### config.mk
export PLATFORM = sky130hd
export DESIGN_NAME = lcd_timing_gen_flat
export DESIGN_NICKNAME = d
export VERILOG_FILES = /design/src/rtl/lcd_timing_gen_if.sv /design/src/rtl/lcd_timing_gen.sv /design/src/flat_wrapper.sv
export SDC_FILE = /design/constraint.sdc
export NUM_CORES = 1
export LEC_CHECK = 0
export CAP_MARGIN = 25
export CORE_UTILIZATION = 46
export CTS_CLUSTER_SIZE = 10
export DETAILED_ROUTE_END_ITERATION = 12
export GPL_ROUTABILITY_DRIVEN = 1
export GPL_TIMING_DRIVEN = 0
export PLACE_DENSITY = 0.85
export SLEW_MARGIN = 0
export SYNTH_ARGS = -nofsm -noshare
export SYNTH_HDL_FRONTEND = slang
export SYNTH_SLANG_ARGS = --single-unit
### constraint.sdc
create_clock -name lcd_pclk -period 3 [get_ports lcd_pclk]
set_clock_uncertainty 0.2 [all_clocks]
set_input_delay 0.45 -clock lcd_pclk [delete_from_list [all_inputs] [get_ports lcd_pclk]]
set_output_delay 0.45 -clock lcd_pclk [all_outputs]
set_load 0.05 [all_outputs]
### src/rtl/lcd_timing_gen_if.sv
//----------------------------------------------------------------------------
// Module  : lcd_timing_gen_if
// Brief   : Pixel request/answer bus and panel outputs of the LCD raster stage.
// Revision: 1.0 - initial release
//----------------------------------------------------------------------------
`default_nettype none

interface lcd_timing_gen_if;
  logic [23:0] pixel_data;
  logic [10:0] pixel_xpos;
  logic [10:0] pixel_ypos;
  logic [10:0] h_disp;
  logic [10:0] v_disp;
  logic        lcd_hs;
  logic        lcd_vs;
  logic        lcd_de;
  logic [23:0] lcd_rgb;
  logic        frame_start;

  modport master (
    input  pixel_data,
    output pixel_xpos,
    output pixel_ypos,
    output h_disp,
    output v_disp,
    output lcd_hs,
    output lcd_vs,
    output lcd_de,
    output lcd_rgb,
    output frame_start
  );

  modport slave (
    output pixel_data,
    input  pixel_xpos,
    input  pixel_ypos,
    input  h_disp,
    input  v_disp,
    input  lcd_hs,
    input  lcd_vs,
    input  lcd_de,
    input  lcd_rgb,
    input  frame_start
  );
endinterface

`default_nettype wire

### src/rtl/lcd_timing_gen.sv
//----------------------------------------------------------------------------
// Module  : lcd_timing_gen
// Brief   : Free-running raster timing generator and RGB output stage.
// Revision: 1.0 - initial release
//----------------------------------------------------------------------------
`default_nettype none

module lcd_timing_gen #(
  parameter int H_SYNC  = 128,
  parameter int H_BACK  = 88,
  parameter int H_DISP  = 800,
  parameter int H_FRONT = 40,
  parameter int V_SYNC  = 2,
  parameter int V_BACK  = 33,
  parameter int V_DISP  = 480,
  parameter int V_FRONT = 10
) (
  input  logic             lcd_pclk,
  input  logic             rst_n,
  lcd_timing_gen_if.master bus
);

  localparam int H_TOTAL = H_SYNC + H_BACK + H_DISP + H_FRONT;
  localparam int V_TOTAL = V_SYNC + V_BACK + V_DISP + V_FRONT;
  localparam int HA      = H_SYNC + H_BACK;
  localparam int VA      = V_SYNC + V_BACK;

  localparam logic [10:0] c_h_last      = 11'(H_TOTAL - 1);
  localparam logic [10:0] c_v_last      = 11'(V_TOTAL - 1);
  localparam logic [10:0] c_h_sync      = 11'(H_SYNC);
  localparam logic [10:0] c_v_sync      = 11'(V_SYNC);
  localparam logic [10:0] c_de_h_start  = 11'(HA);
  localparam logic [10:0] c_de_h_end    = 11'(HA + H_DISP);
  localparam logic [10:0] c_req_h_start = 11'(HA - 1);
  localparam logic [10:0] c_req_h_end   = 11'(HA + H_DISP - 1);
  localparam logic [10:0] c_v_start     = 11'(VA);
  localparam logic [10:0] c_v_end       = 11'(VA + V_DISP);

  logic [10:0] r_h_cnt;
  logic [10:0] r_v_cnt;
  logic        r_hs;
  logic        r_vs;
  logic        r_de;
  logic [23:0] r_rgb;
  logic        r_frame_start;

  logic        w_h_last;
  logic        w_v_last;
  logic        w_vact;
  logic        w_de_pre;
  logic        w_req;

  assign w_h_last = (r_h_cnt == c_h_last);
  assign w_v_last = (r_v_cnt == c_v_last);

  always_ff @(posedge lcd_pclk or negedge rst_n) begin
    if (!rst_n) begin
      r_h_cnt <= 11'd0;
      r_v_cnt <= 11'd0;
    end else if (w_h_last) begin
      r_h_cnt <= 11'd0;
      r_v_cnt <= w_v_last ? 11'd0 : r_v_cnt + 11'd1;
    end else begin
      r_h_cnt <= r_h_cnt + 11'd1;
    end
  end

  assign w_vact   = (r_v_cnt >= c_v_start) && (r_v_cnt < c_v_end);
  assign w_de_pre = w_vact && (r_h_cnt >= c_de_h_start) && (r_h_cnt < c_de_h_end);
  // Request window leads DE by one cycle so the image stage can register its answer.
  assign w_req    = w_vact && (r_h_cnt >= c_req_h_start) && (r_h_cnt < c_req_h_end);

  assign bus.pixel_xpos = w_req ? (r_h_cnt - c_req_h_start) : 11'd0;
  assign bus.pixel_ypos = w_req ? (r_v_cnt - c_v_start)     : 11'd0;
  assign bus.h_disp     = 11'(H_DISP);
  assign bus.v_disp     = 11'(V_DISP);

  // All panel signals share one register stage to keep sync-to-DE spacing exact.
  always_ff @(posedge lcd_pclk or negedge rst_n) begin
    if (!rst_n) begin
      r_hs          <= 1'b1;
      r_vs          <= 1'b1;
      r_de          <= 1'b0;
      r_rgb         <= 24'h0;
      r_frame_start <= 1'b0;
    end else begin
      r_hs          <= (r_h_cnt >= c_h_sync);
      r_vs          <= (r_v_cnt >= c_v_sync);
      r_de          <= w_de_pre;
      r_rgb         <= w_de_pre ? bus.pixel_data : 24'h0;
      r_frame_start <= w_h_last && w_v_last;
    end
  end

  assign bus.lcd_hs      = r_hs;
  assign bus.lcd_vs      = r_vs;
  assign bus.lcd_de      = r_de;
  assign bus.lcd_rgb     = r_rgb;
  assign bus.frame_start = r_frame_start;

endmodule

`default_nettype wire

### src/flat_wrapper.sv
// flat-port wrapper written by rule: the top's interface ports become plain ports
module lcd_timing_gen_flat 
#(
  parameter int H_SYNC  = 128,
  parameter int H_BACK  = 88,
  parameter int H_DISP  = 800,
  parameter int H_FRONT = 40,
  parameter int V_SYNC  = 2,
  parameter int V_BACK  = 33,
  parameter int V_DISP  = 480,
  parameter int V_FRONT = 10
)
  (lcd_pclk, rst_n, bus_pixel_data, bus_pixel_xpos, bus_pixel_ypos, bus_h_disp, bus_v_disp, bus_lcd_hs, bus_lcd_vs, bus_lcd_de, bus_lcd_rgb, bus_frame_start);
  lcd_timing_gen_if bus_i ();
  input  logic lcd_pclk;
  input  logic rst_n;
  input wire logic [$bits(bus_i.pixel_data)-1:0] bus_pixel_data;
  output wire logic [$bits(bus_i.pixel_xpos)-1:0] bus_pixel_xpos;
  output wire logic [$bits(bus_i.pixel_ypos)-1:0] bus_pixel_ypos;
  output wire logic [$bits(bus_i.h_disp)-1:0] bus_h_disp;
  output wire logic [$bits(bus_i.v_disp)-1:0] bus_v_disp;
  output wire logic [$bits(bus_i.lcd_hs)-1:0] bus_lcd_hs;
  output wire logic [$bits(bus_i.lcd_vs)-1:0] bus_lcd_vs;
  output wire logic [$bits(bus_i.lcd_de)-1:0] bus_lcd_de;
  output wire logic [$bits(bus_i.lcd_rgb)-1:0] bus_lcd_rgb;
  output wire logic [$bits(bus_i.frame_start)-1:0] bus_frame_start;
  assign bus_i.pixel_data = bus_pixel_data;
  assign bus_pixel_xpos = bus_i.pixel_xpos;
  assign bus_pixel_ypos = bus_i.pixel_ypos;
  assign bus_h_disp = bus_i.h_disp;
  assign bus_v_disp = bus_i.v_disp;
  assign bus_lcd_hs = bus_i.lcd_hs;
  assign bus_lcd_vs = bus_i.lcd_vs;
  assign bus_lcd_de = bus_i.lcd_de;
  assign bus_lcd_rgb = bus_i.lcd_rgb;
  assign bus_frame_start = bus_i.frame_start;
  lcd_timing_gen #(.H_SYNC(H_SYNC), .H_BACK(H_BACK), .H_DISP(H_DISP), .H_FRONT(H_FRONT), .V_SYNC(V_SYNC), .V_BACK(V_BACK), .V_DISP(V_DISP), .V_FRONT(V_FRONT)) u_core (.lcd_pclk(lcd_pclk), .rst_n(rst_n), .bus(bus_i));
endmodule
Word-level counts from Yosys, hierarchy flattened
Cells that the tools add are included.
{ "op_classes": {"eq_ne": 2, "addsub": 4, "order_cmp": 8, "mux": 5, "n_reduce_logical": 6} }
{ "op_table": {"columns": ["cell", "count"], "rows": [
  ["11-bit two-way mux", 4],
  ["11-bit by 8-bit >= comparator with 1-bit output (second input constant)", 3],
  ["11-bit by 10-bit < comparator with 1-bit output (second input constant)", 3],
  ["24-bit two-way mux", 1],
  ["11-bit by 1-bit adder with 11-bit output (second input constant)", 2],
  ["11-bit by 10-bit == test with 1-bit output (second input constant)", 1],
  ["11-bit == test (second input constant)", 1],
  ["11-bit by 2-bit >= comparator with 1-bit output (second input constant)", 1],
  ["11-bit by 6-bit >= comparator with 1-bit output (second input constant)", 1],
  ["11-bit by 6-bit subtractor with 11-bit output (second input constant)", 1],
  ["11-bit by 8-bit subtractor with 11-bit output (second input constant)", 1],
  ["1-bit logical AND", 6]
]} }
{ "word_totals": {"regBits": 50, "word_cells": 32, "input_bits": 26} }

Longest topological paths before layout
Gate-level depths: netlist of the first run.
{ "depth": {"ltp_word": 5, "ltp_mapped": 7} }

Least setup slack after synthesis of the first run
No wires, ideal clock.
{ "synth_path": {"path_type": "reg2out", "startpoint": "register u_core.r_v_cnt[1]", "endpoint": "output bus_pixel_xpos[10]", "slack_ps": -500, "path_buffers": 2, "t_arrival_ps": 2850, "path_stages_with_launch": 7, "cell_sequence": "dfrtp_1 -> buf_2 -> a2111o_1 -> nand4bb_1 -> a311o_1 -> buf_4 -> a211oi_1"} }
{ "synth_via": {"elab_chain_len": 5, "word_cells_on_any_way": 6} }
{ "synth_rtl": {"columns": ["element", "line", "text"], "rows": [
  ["from (decl)", "lcd_timing_gen.sv:40", "logic [10:0] r_v_cnt;"],
  ["from (signal assigned)", "lcd_timing_gen.sv:62", "r_v_cnt <= w_v_last ? 11'd0 : r_v_cnt + 11'd1;"],
  ["11-bit by 6-bit >= comparator with 1-bit output / 11-bit by 10-bit < comparator with 1-bit output (equally long branches)", "lcd_timing_gen.sv:68", "assign w_vact = (r_v_cnt >= c_v_start) && (r_v_cnt < c_v_end);"],
  ["1-bit logical AND (*)", "lcd_timing_gen.sv:68", null],
  ["1-bit logical AND (*) (2 in series)", "lcd_timing_gen.sv:71", "assign w_req = w_vact && (r_h_cnt >= c_req_h_start) && (r_h_cnt < c_req_h_end);"],
  ["11-bit two-way mux (*)", "lcd_timing_gen.sv:73", "assign bus.pixel_xpos = w_req ? (r_h_cnt - c_req_h_start) : 11'd0;"],
  ["to (decl)", "flat_wrapper.sv:18", "output wire logic [$bits(bus_i.pixel_xpos)-1:0] bus_pixel_xpos;"]
]} }
Every way passes the cells marked *; elsewhere a longest branch is shown, timed or not.

Worst setup path in the final report of the first run
{ "layout_path": {"startpoint": "register u_core.r_v_cnt[1]", "endpoint": "output bus_pixel_ypos[6]"} }
{ "layout_via": {"elab_chain_len": 5, "word_cells_on_any_way": 7} }
{ "layout_rtl": {"columns": ["element", "line", "text"], "rows": [
  ["11-bit by 6-bit >= comparator with 1-bit output / 11-bit by 10-bit < comparator with 1-bit output (equally long branches)", "lcd_timing_gen.sv:68", null],
  ["1-bit logical AND", "lcd_timing_gen.sv:68", null],
  ["1-bit logical AND (2 in series)", "lcd_timing_gen.sv:71", null],
  ["11-bit two-way mux (*)", "lcd_timing_gen.sv:74", "assign bus.pixel_ypos = w_req ? (r_v_cnt - c_v_start) : 11'd0;"],
  ["to (decl)", "flat_wrapper.sv:19", "output wire logic [$bits(bus_i.pixel_ypos)-1:0] bus_pixel_ypos;"]
]} }
Marked as above.

==> results of run 1 <==
power groups by stage:
stage / clock network [uW] / logic, uW / registers [uW]
final: 481 / 142 / 673
after CTS: 487 / 142 / 673
after global routing: 510 / 151 / 674
after global placement: 0 / 137 / 687
after detailed placement: 0 / 140 / 687
after floorplan: 0 / 89.5 / 687
timing repair:
action	in CTS	in global routing
hold buffers	1	0
gates cloned	1	2
setup buffers	8	1
setup endpoints to repair	22	22
pin swaps	8	15
resized for setup	185	9
endpoints found under the hold margin	9	0
path summary, 6_finish.rpt:
kind / from / end / slack (ns) / depth (start not counted)
min reg2reg: u_core.r_v_cnt[10] / u_core.r_v_cnt[10] / 0.39 / 1
max reg2reg: u_core.r_h_cnt[8] / u_core.bus.lcd_de / 0.43 / 6
min in group asynchronous: rst_n / u_core.bus.lcd_rgb[19] / 0.40 / 2
max in group asynchronous: rst_n / u_core.bus.lcd_vs / 1.64 / 3
max: u_core.r_v_cnt[1] / bus_pixel_ypos[6] / -0.22 / 8
min: u_core.r_v_cnt[10] / u_core.r_v_cnt[10] / 0.39 / 1
cell usage in the layout (no fill, tap or decap), drive strengths merged, types with 8 or more instances in the layout:
master and count:
dfrtp 48, xor2 9, nor2 11, xnor2 18
clkdlybuf4s50 52, nand4 13, nor3 52, clkbuf 25
a21oi 8, inv 32, nand2 8, nand3 9
conb 22, buf 63, o21ai 10
stage by stage:
step,cell area (sq um),cells
6_report,4374,504
5_1_grt,4374,504
4_1_cts,4294,501
3_5_place_dp,3934,484
3_3_place_gp,3919,483
2_1_floorplan,3074,333
cell families after synthesis:
logic type	after synthesis	share of synthesized area, %
AO/OA/AOI/OAI	31	6.656
XOR/XNOR	27	7.961
adder cells (fa/ha/maj)	5	2.106
buffers and inverters	80	13.86
flip-flops	50	42.21
multiplexers	3	1.011
other	2	0.2528
AND/OR/NAND/NOR	115	25.95
cell type report:
| class | count | area share, % |
|---|---|---|
| Inverter | 32 | 2.746 |
| Sequential cell | 50 | 28.66 |
| Buffer | 47 | 7.637 |
| Tap cell | 75 | 2.145 |
| Timing Repair Buffer | 88 | 21.05 |
| Multi-Input combinational cell | 203 | 35.18 |
| Clock buffer | 6 | 1.659 |
| Antenna cell | 1 | 0.05721 |
| Clock inverter | 2 | 0.8581 |
worst register-to-register path, cell delays in order, from the launching register on:
cell and delay, ns:
dfrtp_1 0.33, clkbuf_1 0.37, and3_1 0.26, nand3_1 0.13
o21ai_1 0.52, clkbuf_1 0.55, nor2_1 0.08
sequential cells by signal, summed over array words and instances, names as in the netlist:
signal	cells
u_core.bus.lcd_vs	1
u_core.r_v_cnt	11
u_core.r_h_cnt	11
u_core.bus.lcd_rgb	24
u_core.bus.lcd_hs	1
u_core.bus.lcd_de	1
u_core.bus.frame_start	1
routing by layer:
layer,vias up,share of wire (%)
li1,1238,-
met1,1265,37
met2,165,49
met3,30,11
met4,0,2.4
met5,-,0
==> metrics, run 1 <==
fmax=310.7 MHz; via count=2,698; ys async rst share=100.0%; Num CTS Buffers=5; clock root buffer=clkbuf_8; fillers=399; Core Area=0.006061 sq mm; Detailed Place HPWL=5.357 mm; status=finished with violations; First-pass DRT Iterations=5; worst-margin pin slew=0.6207 ns; NetSw=320.6 uW; violated checks=negative setup slack; first-pass GRT wire length=12.08 mm; Slew HR=58.62%; global routing's busiest layer=met2; Tcrit/Tclk final=107.3%; Post-Place Worst Slack=-0.7562 ns; Worst EP arrival=2.57 ns; endpoints failing setup=22; Worst path slowest cell=a2111o_1; CTS Buffer Depth=2; top cells by area, synth=dfrtp_1 (40%), nor3_2 (9.8%), buf_4 (5.8%), xnor2_1 (5.3%), inv_1 (4.0%); die height=82.36 um; TNS Setup=-4.023 ns; Synth top area share=40.44%; Most common cell on crit path=buf_6; I/O pin count=98; all-layer global routing usage=24.12%; RSZ-0062 raised after global routing=yes; P_int=975.5 uW; sequential area share after synthesis=42.21%; ys flop type=dfrtp_1; Slew Viols, Final=0; vias in the first global route=2,533; RD Place Congestion=0.8997; Final Util=72.17%; clock sink total=50; synthesized cell area=0.002970 sq mm; CP Capture Type=output pin; net count reported at finish=458; Yosys cell types=47; register area=0.001254 sq mm; leading area contributor after synthesis=dfrtp_1; die footprint=0.006782 sq mm; crit start category=flip-flop; minimum clock period=3.218 ns; initial core utilization=49.01%; EDFF count, synth=0; synth warn=0; WS Path Type=reg -> out; H-tree depth=2; switch share=24.74%; Die X=82.36 um; fin worst setup slack=-0.2183 ns; Critical Path RT=2.35 ns; cell family with most CP delay=compound AO/OA/AOI/OAI gates; max cap viols=0; worst stage delay on the critical path=0.42 ns; Worst Path Buf+Inv=4; top post-synthesis cells by count=dfrtp_1 (48), inv_1 (32), nor3_2 (29); leak pwr=0.001986 uW; syn_area_per_cell=9.490 sq um; met3 Use GR=6.484%; Seq pwr share=52.0%; CTS tree=built; vias per cell=5.353; GRT overflow=0; share of layout cells above drive strength 1=27.34%; most frequent cell after synthesis=dfrtp_1; Pwr Total=1296 uW; drt total wl=8.104 mm; count of mapped cells out of synthesis=313; Clock power frac=37.1%; ANT nets after route=0; initial antenna violation count=1; Reg clk slew, reported paths=0.09 ns; DRC=0; Min Hold Slack=0.3938 ns; Power Dens Cells=296.3 mW/mm^2; Worst Hold Class=reg -> reg; Initial DRC Count=206; CP max FO=9; #FFs+latches synth=50; met2 Use GR=42.73%; clk_lat worst skew=0.31 ns; Area Growth Syn to Fin=47.26%; row count=28; IO buf count=75; crit-path cells=buf_4 -> a2111o_1 -> nand4bb_1 -> a311o_1 -> buf_6 -> buf_12 -> nor3_4 -> buf_6; worst vdd ir=0.2323 mV; largest net degree at the start of global routing=41; M1 GR Usage=27.58%; power share of the combinational group=11.0%; Hold Vio Cnt, Final=0; Multi-input gate area=0.001539 sq mm; routed len/inst=16.08 um
Power figures use the tool's default switching activity.
==> run 2, diff against run 1 <==
==> constraint.sdc (replaced) <==
create_clock -name lcd_pclk -period 3.4 [get_ports lcd_pclk]
set_clock_uncertainty 0.2 [all_clocks]
set_input_delay 0.51 -clock lcd_pclk [delete_from_list [all_inputs] [get_ports lcd_pclk]]
set_output_delay 0.51 -clock lcd_pclk [all_outputs]
set_load 0.05 [all_outputs]
==> metrics, run 2 (synthesis gave the netlist of run 1 again) <==
CP max FO=10; commonest non-fill, non-tap cell in the layout=clkdlybuf4s50_1; most frequent cells in the layout=clkdlybuf4s50_1 (52), dfrtp_1 (48), inv_1 (32); H-tree depth=2; IO buf count=75; Worst Hold Class=in -> async; Most common cell on crit path=buf_6; Initial DRC Count=188; GRT overflow=0; first-pass GRT wire length=10.45 mm; drt total wl=7.229 mm; Final Util=69.32%; Worst path slowest cell=a2111o_1; CTS tree=built; die height=82.36 um; Slew Viols, Final=0; cell area after layout=0.004202 sq mm; DRC=0; worst-margin pin slew=0.6164 ns; Largest register FFs=24; vias per cell=5.145; initial core utilization=49.01%; Area Growth Syn to Fin=41.45%; Core Area=0.006061 sq mm; R2R depth=8; clock root buffer=clkbuf_8; violated checks=negative hold slack; Die X=82.36 um; Slew HR=58.90%; Worst EP arrival=2.66 ns; Tcrit/Tclk final=99.07%; status=finished with violations; placed cell area=0.003905 sq mm; vias in the first global route=2,256; worst vdd ir=0.1748 mV; Register-to-Register Setup Slack=0.84 ns; endpoints failing setup=0; hold-fix buffers at CTS=0; worst stage delay on the critical path=0.48 ns; clock sink total=50; net count reported at finish=452; Min Hold Slack=-0.01632 ns; RR Startpoint=u_core.r_v_cnt[1]; I/O pin count=98; Pwr Total=1231 uW; First-pass DRT Iterations=4; # diodes=0; largest net degree at the start of global routing=28; fmax=296.9 MHz; die footprint=0.006782 sq mm; cell family with most CP delay=compound AO/OA/AOI/OAI gates; clk_lat worst skew=0.31 ns; via count=2,557; all-layer global routing usage=20.50%; RSZ-0062 raised after global routing=yes; TNS Setup=0 ns; max cap viols=0; Critical Path RT=2.69 ns; Reg clk slew, reported paths=0.09 ns; minimum clock period=3.369 ns; RD Place Congestion=0.8731; Multi-input gate area=0.001455 sq mm; share of layout cells above drive strength 1=25.36%; CTS Buffer Depth=2; leak pwr=0.001944 uW; ANT nets after route=0; initial antenna violation count=0; fillers=418; row count=28; crit start category=flip-flop; Hold Vio Cnt, Final=22; Detailed Place HPWL=5.183 mm; register area=0.001254 sq mm; Num CTS Buffers=5; crit-path cells=buf_6 -> a2111o_1 -> nand4bb_1 -> a311o_1 -> buf_6 -> a211oi_1 -> clkbuf_4; Power Dens Cells=293.0 mW/mm^2; routed len/inst=14.55 um; CP Capture Type=output pin; Worst Path Buf+Inv=3; WS Path Type=reg -> out; Crit Reg-Reg Endpoint=u_core.bus.lcd_rgb[13]
[run 2: cell count changes in the layout (fill, tap and decap cells not counted), sizes merged]
| cell | change |
|---|---|
| dlygate4sd3 | -1 |
| buf | -7 |
| clkinvlp | -1 |
| clkbuf | +2 |
| diode | -1 |
| bufinv | +1 |
[run 2: final cells by class]
type	instances	share of cell area, %
repair buffers	81	19.12
inverters	32	2.859
clock buffers	6	1.965
multi-input cells	203	34.63
plain buffers	48	7.921
well taps	75	2.233
flip-flops and latches	50	29.84
clock inverters	2	1.429
[run 2: metrics by stage]
step | std cells | setup slack [ns]
global route | 497 | -0.07411
detailed placement | 484 | -0.3493
floorplan | 333 | -0.1596
CTS | 492 | -0.01190
global placement | 483 | -0.2983
finish | 497 | 0.03150
[run 2: metal layers]
| metal | up-vias | track usage, % | part of all wire, % |
|---|---|---|---|
| met5 | - | 0 | 0 |
| met4 | 0 | 6.316 | 0.98 |
| met3 | 6 | 4.835 | 11 |
| met2 | 137 | 36.78 | 49 |
| met1 | 1189 | 24.05 | 39 |
| li1 | 1225 | - | - |
[run 2: power breakdown]
part           total, uW  switching (uW)  internal [uW]
clock network        513             199            314
logic                124            77.6           46.0
registers            594               0            594
[run 2: worst max path at each step]
stage | start | to | slack, ns | depth (start not counted)
detailed placement | u_core.r_v_cnt[0] | bus_pixel_xpos[9] | -0.35 | 8
CTS | u_core.r_v_cnt[0] | bus_pixel_xpos[9] | -0.01 | 8
global route | u_core.r_v_cnt[1] | bus_pixel_ypos[3] | -0.07 | 8
floorplan | u_core.r_v_cnt[1] | bus_pixel_xpos[10] | -0.16 | 6
finish | u_core.r_v_cnt[1] | bus_pixel_xpos[10] | 0.03 | 7
global placement | u_core.r_v_cnt[0] | bus_pixel_xpos[4] | -0.30 | 8
[run 2: repair_timing]
action	4_1_cts	5_1_grt
setup buffers	0	5
resized for setup	141	38
pin swaps	1	4
endpoints found under the hold margin	0	0
setup endpoints to repair	22	22
